[src/rtl/cmpeq_bist_ctrl_pkg.sv]
// Shared types and defaults for the cmpeq BIST controller.
package cmpeq_bist_pkg;

  // Pattern width for the 2-bit equality comparator: {a[1:0], b[1:0]}.
  localparam int unsigned DEFAULT_PW = 4;

  typedef enum logic [1:0] {
    IDLE = 2'd0,
    RUN  = 2'd1,
    DONE = 2'd2
  } bist_state_t;

endpackage

[src/rtl/cmpeq_bist_ctrl_if.sv]
// Pattern/response bundle between the BIST controller and the comparator side.
interface cmpeq_bist_ctrl_if
  import cmpeq_bist_pkg::*;
#(
  parameter int unsigned PW = DEFAULT_PW
);
  localparam int unsigned NP = 1 << PW;

  logic            start;
  logic            step_en;
  logic [NP-1:0]   golden;
  logic            resp;
  logic [PW-1:0]   pattern;
  logic            busy;
  logic            done;
  logic            pass;
  logic [NP-1:0]   respvec;
  logic [PW:0]     ones;

  // Stimulus/netlist side: issues commands, returns the comparator output.
  modport master (
    output start, step_en, golden, resp,
    input  pattern, busy, done, pass, respvec, ones
  );

  // Controller side.
  modport slave (
    input  start, step_en, golden, resp,
    output pattern, busy, done, pass, respvec, ones
  );
endinterface

[src/rtl/cmpeq_bist_ctrl_pat_counter.sv]
// PW-bit pattern counter with synchronous clear, enable and terminal-count flag.
module bist_pat_counter #(
  parameter int unsigned PW = 4
) (
  input  logic          clk,
  input  logic          rst,
  input  logic          i_clr,
  input  logic          i_en,
  output logic [PW-1:0] o_cnt,
  output logic          o_tc
);

  logic [PW-1:0] r_cnt;

  // Count register: clear has priority over enable.
  always_ff @(posedge clk or posedge rst) begin
    if (rst) begin
      r_cnt <= '0;
    end else if (i_clr) begin
      r_cnt <= '0;
    end else if (i_en) begin
      r_cnt <= r_cnt + PW'(1);
    end
  end

  assign o_cnt = r_cnt;
  assign o_tc  = &r_cnt;

endmodule

[src/rtl/cmpeq_bist_ctrl.sv]
// Exhaustive pattern source and response collector for the cmpeq netlist.
// Steps {a,b} through all NP values, captures the comparator output per
// pattern, counts ones and compares the bitmap against a golden vector.
module cmpeq_bist_ctrl
  import cmpeq_bist_pkg::*;
#(
  parameter int unsigned PW = DEFAULT_PW
) (
  input logic              clk,
  input logic              rst,
  cmpeq_bist_ctrl_if.slave bus
);

  localparam int unsigned NP = 1 << PW;

  bist_state_t   r_state;
  logic          r_busy;
  logic          r_done;
  logic          r_pass;
  logic [NP-1:0] r_respvec;
  logic [PW:0]   r_ones;

  logic          w_clr;
  logic          w_step;
  logic          w_cnt_en;
  logic [PW-1:0] w_cnt;
  logic          w_tc;
  logic [NP-1:0] w_capture;

  assign w_clr    = (r_state != RUN) && bus.start;
  assign w_step   = (r_state == RUN) && bus.step_en;
  // The counter parks on NP-1 so the last pattern stays on the bus in DONE.
  assign w_cnt_en = w_step && !w_tc;

  bist_pat_counter #(
    .PW (PW)
  ) u_pat_counter (
    .clk   (clk),
    .rst   (rst),
    .i_clr (w_clr),
    .i_en  (w_cnt_en),
    .o_cnt (w_cnt),
    .o_tc  (w_tc)
  );

  // Bitmap with the current response merged in; on the last step this is
  // the final bitmap, so the pass compare sees the last bit in the same edge.
  always_comb begin
    w_capture        = r_respvec;
    w_capture[w_cnt] = bus.resp;
  end

  // Run-control FSM with registered status, capture and ones counter.
  always_ff @(posedge clk or posedge rst) begin
    if (rst) begin
      r_state   <= IDLE;
      r_busy    <= 1'b0;
      r_done    <= 1'b0;
      r_pass    <= 1'b0;
      r_respvec <= '0;
      r_ones    <= '0;
    end else begin
      case (r_state)
        IDLE, DONE: begin
          if (bus.start) begin
            r_state   <= RUN;
            r_busy    <= 1'b1;
            r_done    <= 1'b0;
            r_pass    <= 1'b0;
            r_respvec <= '0;
            r_ones    <= '0;
          end
        end
        RUN: begin
          if (bus.step_en) begin
            r_respvec <= w_capture;
            r_ones    <= r_ones + {{PW{1'b0}}, bus.resp};
            if (w_tc) begin
              r_state <= DONE;
              r_busy  <= 1'b0;
              r_done  <= 1'b1;
              r_pass  <= (w_capture == bus.golden);
            end
          end
        end
        default: begin
          r_state <= IDLE;
          r_busy  <= 1'b0;
          r_done  <= 1'b0;
          r_pass  <= 1'b0;
        end
      endcase
    end
  end

  assign bus.pattern = w_cnt;
  assign bus.busy    = r_busy;
  assign bus.done    = r_done;
  assign bus.pass    = r_pass;
  assign bus.respvec = r_respvec;
  assign bus.ones    = r_ones;

endmodule

[src/flat_wrapper.sv]
// flat-port wrapper written by rule: the top's interface ports become plain ports
module cmpeq_bist_ctrl_flat import cmpeq_bist_pkg::*;
#(
  parameter int unsigned PW = DEFAULT_PW
)
  (clk, rst, bus_start, bus_step_en, bus_golden, bus_resp, bus_pattern, bus_busy, bus_done, bus_pass, bus_respvec, bus_ones);
  cmpeq_bist_ctrl_if #(.PW(PW)) bus_i ();
  input logic clk;
  input logic rst;
  input wire logic [$bits(bus_i.start)-1:0] bus_start;
  input wire logic [$bits(bus_i.step_en)-1:0] bus_step_en;
  input wire logic [$bits(bus_i.golden)-1:0] bus_golden;
  input wire logic [$bits(bus_i.resp)-1:0] bus_resp;
  output wire logic [$bits(bus_i.pattern)-1:0] bus_pattern;
  output wire logic [$bits(bus_i.busy)-1:0] bus_busy;
  output wire logic [$bits(bus_i.done)-1:0] bus_done;
  output wire logic [$bits(bus_i.pass)-1:0] bus_pass;
  output wire logic [$bits(bus_i.respvec)-1:0] bus_respvec;
  output wire logic [$bits(bus_i.ones)-1:0] bus_ones;
  assign bus_i.start = bus_start;
  assign bus_i.step_en = bus_step_en;
  assign bus_i.golden = bus_golden;
  assign bus_i.resp = bus_resp;
  assign bus_pattern = bus_i.pattern;
  assign bus_busy = bus_i.busy;
  assign bus_done = bus_i.done;
  assign bus_pass = bus_i.pass;
  assign bus_respvec = bus_i.respvec;
  assign bus_ones = bus_i.ones;
  cmpeq_bist_ctrl #(.PW(PW)) u_core (.clk(clk), .rst(rst), .bus(bus_i));
endmodule
[config.mk]
export PLATFORM = sky130hd
export DESIGN_NAME = cmpeq_bist_ctrl_flat
export DESIGN_NICKNAME = d
export VERILOG_FILES = /design/src/rtl/cmpeq_bist_ctrl_pkg.sv /design/src/rtl/cmpeq_bist_ctrl_if.sv /design/src/rtl/cmpeq_bist_ctrl_pat_counter.sv /design/src/rtl/cmpeq_bist_ctrl.sv /design/src/flat_wrapper.sv
export SDC_FILE = /design/constraint.sdc
export NUM_CORES = 1
export LEC_CHECK = 0
export BUFFER_PORTS_ARGS = -buffer_cell sky130_fd_sc_hd__buf_4
export CAP_MARGIN = 10
export CORE_UTILIZATION = 50
export DETAILED_ROUTE_END_ITERATION = 8
export HOLD_SLACK_MARGIN = 0.05
export PLACE_DENSITY = 0.75
export SYNTH_ARGS = -nofsm -noshare
export SYNTH_HDL_FRONTEND = slang
export SYNTH_SLANG_ARGS = --single-unit
export TNS_END_PERCENT = 1
[constraint.sdc]
create_clock -name clk -period 2.55 [get_ports clk]
set_input_delay 0.1275 -clock clk [delete_from_list [all_inputs] [get_ports clk]]
set_output_delay 0.1275 -clock clk [all_outputs]
set_load 0.02 [all_outputs]
# After elaboration in Yosys (flattened, before gate mapping)
# Cells that the tools add are included.
word_totals:
  elab_cells: 56
  rom_bits: 0
  out_inout_bits: 28
  in_bits: 21
  mem_bits_rw: 0
  latch_bits: 0
  regBits: 30
  mem_count: 0
op_classes:
  n_eq_ne: 7
  shift: 0
  muxes: 26
  div_mod_pow: 0
  reduce_logical: 12
  bitwise: 0
  multipliers: 0
  magnitude_cmp: 2
  addsub: 2
op_table:
  columns: ["operator", "n"]
  rows:
  - ["$mux 16", 2]
  - ["$pmux 16 s2", 1]
  - ["$bwmux 16", 1]
  - ["$eq 16x16->1", 1]
  - ["$mux 5", 2]
  - ["$pmux 5 s2", 1]
  - ["$mux 1", 9]
  - ["$mux 4", 2]
  - ["$mux 2", 3]
  - ["$pmux 1 s2", 3]
  - ["$reduce_and 3->1", 2]
  - ["$add 5x1->5", 1]
  - ["$lt 4x5->1 const B", 1]
  - ["$add 4x1->4 const B", 1]
  - ["$demux 1 s4", 1]
  - ["$ge 4x1->1 const B", 1]
  - ["$logic_and 1x1->1", 4]
  - ["$ne 2x1->1 const B", 2]
  - ["$ne 2x2->1 const B", 2]
  - ["$pmux 2 s2", 1]
  - ["$reduce_and 4->1", 1]
  - ["$reduce_bool 2->1", 2]
  - ["$eq 2x1->1 const B", 1]
  - ["$eq 2x2->1 const B", 1]
  - ["other kinds (3)", 3]

# Logic depth before layout (Yosys ltp)
depth:
  ltp_word: 9
  ltp_mapped: 8
  depth_no_buf: 7

# Modules after synthesis
# A second synthesis with hierarchy kept.
hier_totals:
  hier_cells: 189
  area_unflattened_um2: 1826.8
modules_own_cells:
  columns: ["module", "cells_each", "instances", "seq_area_each_um2", "area_per_inst_um2"]
  rows:
  - ["cmpeq_bist_ctrl", 171, 1, 625.6, 1624.1]
  - ["bist_pat_counter", 18, 1, 100.1, 202.7]

# Worst setup path after synthesis
# Ideal clock, no wire load.
synth_timing:
  path_type: "reg2reg"
  startpoint: "reg u_core.u_pat_counter.r_cnt[0], in the netlist u_core.u_pat_counter.o_cnt[0]"
  endpoint: "reg u_core.r_pass, in the netlist u_core.bus.pass"
  slack_ns: 0.465
  synth_period_minus_slack_ns: 2.085
  setup_time_ns: 0.092
  path_stages_with_launch: 9
  path_buffers: 1
  arrival_time_ns: 1.994
  cell_sequence: "dfrtp_1 -> inv_1 -> ha_1 -> buf_2 -> a22o_1 -> a22oi_1 -> o22ai_1 -> a2111o_1 -> o31ai_2"
synth_via:
  elab_chain_cells: 9
  word_cells_on_any_way: 13
  classes_between: "order compare (2); eq/ne (2); mux (6); reduce/logical (3)"
synth_lines:
  columns: ["item", "line_no", "rtl"]
  rows:
  - ["start: declaration", "cmpeq_bist_ctrl_pat_counter.sv:13", "logic [PW-1:0] r_cnt;"]
  - ["start signal: assignment", "cmpeq_bist_ctrl_pat_counter.sv:22", "r_cnt <= r_cnt + PW'(1);"]
  - ["$lt 4x5->1 (implied by the code) or $ge 4x1->1 (tied branches)", "cmpeq_bist_ctrl.sv:50", "w_capture[w_cnt] = bus.resp;"]
  - ["$logic_and 1x1->1 (implied by the code)", "cmpeq_bist_ctrl.sv:50", null]
  - ["$mux 1 (implied by the code)", "cmpeq_bist_ctrl.sv:50", null]
  - ["$demux 1 s4", null, null]
  - ["$bwmux 16", "cmpeq_bist_ctrl.sv:50", null]
  - ["$eq 16x16->1", "cmpeq_bist_ctrl.sv:82", "r_pass <= (w_capture == bus.golden);"]
  - ["$mux 1", "cmpeq_bist_ctrl.sv:78", "if (w_tc) begin"]
  - ["$mux 1", "cmpeq_bist_ctrl.sv:75", "if (bus.step_en) begin"]
  - ["$pmux 1 s2", "cmpeq_bist_ctrl.sv:63", "case (r_state)"]
  - ["end signal: assignment", "cmpeq_bist_ctrl.sv:82", null]
  - ["end: declaration", "cmpeq_bist_ctrl.sv:19", "logic r_pass;"]
# Parallel ways exist; a longest one is shown, timed or not. The select of a mux whose other input is x is not followed.
# A chain may end at the register's enable or synchronous reset.

# Final worst setup path
layout_timing:
  startpoint: "reg u_core.u_pat_counter.r_cnt[1], in the netlist u_core.u_pat_counter.o_cnt[1]"
  endpoint: "reg u_core.r_pass, in the netlist u_core.bus.pass"
# Same word-level chain as after synthesis.

==> impl_metrics.yaml <==
synth:
  synth.area.mux_share_pct: 4.34
  ys_async_sr_fraction_pct: 100
  yosysTopAreaCell: "dfrtp_1"
  ys_seq_elements: 29
  yosys_warnings: 0
  synth_common_cells: "dfrtp_1, o21ai_0, nor2_1, inv_1, nand2_1"
  yosysMostFrequentCell: "dfrtp_1"
  synth-main-ff-cell: "dfrtp_1"
  synth_top_family_by_area: "simple AND/OR/NAND/NOR gates"
  yosysUniqueCellTypes: 48
  synth_xor_area_share_pct: 3.28
  synth_edf_count: 0
  synthCells: 244
  synth-adder-area-share_pct: 3.52
  synth_top_area_share_pct: 34.0
  seq_area_frac_synth_pct: 34.0
  synth_area_leaders: "dfrtp_1, o21ai_0, nor2_1"
  netlist_area_um2: 2130
  syn_nets: 271
  synth.avg_cell_area_um2: 8.75
  synth-compound-area-share_pct: 20.9
  synth-simple-area-share_pct: 26.8
route:
  wl_per_cell_um: 16.7
  totalWireLength_um: 5670
  antenna_left: 0
  vias: 2001
  remaining_drc_errors: 0
  avgViaCountPerCell: 5.90
  dr.pass1.iters: 5
  initialDrtViolationCount: 158
sta:
  hold_viol: 0
  drv_slew: 0
  setup_tns_ps: 0
  max_slew.worst_pin.slew_ps: 1090
  min_period_ps: 2170
  min_period_over_period_pct: 85.1
  timing.slew.headroom_pct: 27.0
  max_freq_mhz: 461
  grt_setup_unrepaired: "no"
  finClkSkew_ps: 3.20
  setup_viol: 0
die:
  ios: 49
  die_area_um2: 4530
  die_h_um: 67.3
  die_w_um: 67.3
  num_rows: 23
  start_util_pct: 52.6
  core_um2: 4060
pwr:
  pwr-share-clk_pct: 15.5
  p_int_uw: 1390
  power.switching_uw: 1130
  ir_worst_vdd_v: 0.000530
  p_seq_share_pct: 31.0
  combinationalPowerShare_pct: 53.4
  total_power_uw: 2520
  powerDensity_nw_per_um2: 972
  cellLeakagePower_uw: 0.00120
  netSwitchingFraction_pct: 44.9
clocking:
  clock-sinks: 29
  clkTransAtPathRegs_ps: 60
  ctsRootBufferMaster: "clkbuf_8"
  ctsResizeCount: 0
  cts_tree: "yes"
  htreeDepth: 2
  insertion_delay_ps: 280
  numCtsBuffers: 5
  clock_path_buffers: 2
critical_path:
  cp_slowest_cell: "dfrtp_1"
  crit_chain: "inv_1 > ha_1 > and3_1 > mux2i_1 > o22ai_1 > a2111o_1 > o31ai_2"
  cp.required_ps: 2740
  timing.critical_path.buf_inv: 1
  critical_path.startpoint: "u_core.u_pat_counter.o_cnt[1]$_DFFE_PP0P_"
  reg2reg_from: "u_core.u_pat_counter.o_cnt[1]$_DFFE_PP0P_"
  critPathTopFamily: "compound AO/OA/AOI/OAI gates"
  end_kind: "flop"
  cp_max_fo: 7
  critPathLaunchType: "flop"
  arrival_ps: 2360
  slowest_delay_ps: 440
  path_class: "reg2reg"
global_route:
  track_usage_pct: 27.8
  antenna_found_initial: 0
  grt_remaining_overflow: 0
  grt_max_degree: 30
  grt_pass1_wl_um: 9250
  grt_pass1_vias: 1872
place:
  portBuffers: 48
  hpwl_um: 4150
  dpl_cell_area_um2: 2490
  place.gp.congestion: 0.916
finish:
  antenna_cells: 0
  seqCellArea_um2: 726
  fillers: 353
  syn2layout_area_growth_pct: 21.4
  layout.nets: 316
  drive_gt1_share_pct: 24.6
  multi_input_area_um2: 1260
  final_area_um2: 2590
worst_hold_path:
  hold_path_class: "in2reg"
  hold_start: "bus_step_en"
status:
  status: "completed"
flow_run:
  max-cap-violations: 0
kinds of logic after synthesis:
| family | Yosys count |
|---|---|
| and+or+nand+nor | 96 |
| adders and majority gates | 6 |
| xor gates and xnor gates | 8 |
| DFF | 29 |
| buffers and inverters | 30 |
| muxes | 9 |
| AOI/OAI and AO/OA | 66 |
cells in the final DEF, fill, tap and decap left out, types with 2 or more instances in the layout:
master | Yosys | layout
nor3_1 | 2 | 2
ha_1 | 6 | 6
clkbuf_8 | 0 | 6
nand2_1 | 13 | 13
nand3_1 | 8 | 8
o211ai_1 | 2 | 2
nand2b_1 | 10 | 10
nand3b_1 | 4 | 4
xnor2_1 | 4 | 4
and3b_1 | 5 | 5
buf_4 | 0 | 53
nor4_1 | 3 | 3
nand4_1 | 6 | 6
o22ai_1 | 6 | 6
xor2_1 | 4 | 4
a21oi_1 | 7 | 7
a211oi_1 | 3 | 3
mux2_2 | 2 | 2
and3_1 | 4 | 4
nor3b_2 | 2 | 2
inv_1 | 14 | 14
nor2_1 | 24 | 24
and2_1 | 2 | 2
a22oi_1 | 2 | 2
nor3b_1 | 3 | 3
mux2i_1 | 7 | 7
nor2b_1 | 2 | 2
o32ai_1 | 9 | 9
a22o_1 | 4 | 4
dfrtp_1 | 29 | 29
o21ai_0 | 25 | 25
final timing paths:
path	end	slack [ps]	cells after the start
max reg2reg	u_core.bus.pass$_DFFE_PP0P_	380	7
min in group asynchronous	u_core.u_pat_counter.o_cnt[3]$_DFFE_PP0P_	480	4
min reg2reg	u_core.bus.busy$_DFFE_PP0P_	520	2
max in group asynchronous	u_core.bus.respvec[1]$_DFFE_PP0P_	1790	4
min	u_core.bus.done$_DFFE_PP0P_	140	2
max	u_core.bus.pass$_DFFE_PP0P_	380	7
repair_timing:
| item | in CTS | in global routing |
|---|---|---|
| hold endpoints to repair | 29 | 0 |
| buffers inserted | 0 | 0 |
| hold buffers | 1 | 0 |
through the flow:
step	hold WS [ps]	instances	utilization [%]	worst slack (ps)
after global placement	227	331	61.5	493
after floorplan	206	244	-	465
final	143	339	63.9	380
after CTS	147	339	63.9	417
after global routing	165	339	63.9	232
after detailed placement	233	331	61.5	437
routing by layer:
layer  vias to the layer above  global-route usage [%]  share of wire, %
met4                         0                    9.04               1.2
met2                        63                    43.6                46
met1                       949                    37.0                46
li1                        983                       -                 -
met3                         6                    7.09               6.1
met5                         -                       0                 0
flip-flops by register name, indices dropped and copies added (netlist names):
| signal | flops |
|---|---|
| u_core.bus.respvec | 16 |
| u_core.bus.busy | 1 |
| u_core.bus.ones | 5 |
| u_core.u_pat_counter.o_cnt | 4 |
| u_core.bus.pass | 1 |
| u_core.bus.done | 1 |
| u_core.r_state | 1 |
power by group through the flow:
stage | sequential, uW | clock [uW] | combinational (uW)
floorplan | 874 | 0 | 842
global placement | 775 | 0 | 1320
detailed placement | 789 | 0 | 1330
CTS | 781 | 391 | 1340
global route | 806 | 413 | 1470
finish | 781 | 391 | 1350
layout make-up:
class,count,area share [%]
inverters,14,2.03
multi-input cells,185,48.5
well taps,50,2.41
flip-flops and latches,29,28.0
repair buffers,54,15.7
clock buffers,7,3.33
worst reg2reg max path, stage by stage (launching register included):
cell and delay [ps]:
dfrtp_1 440, inv_1 110, ha_1 300, and3_1 310, mux2i_1 200, o22ai_1 100
a2111o_1 400, o31ai_2 230
Note: power is estimated with default switching activity, not from simulation.
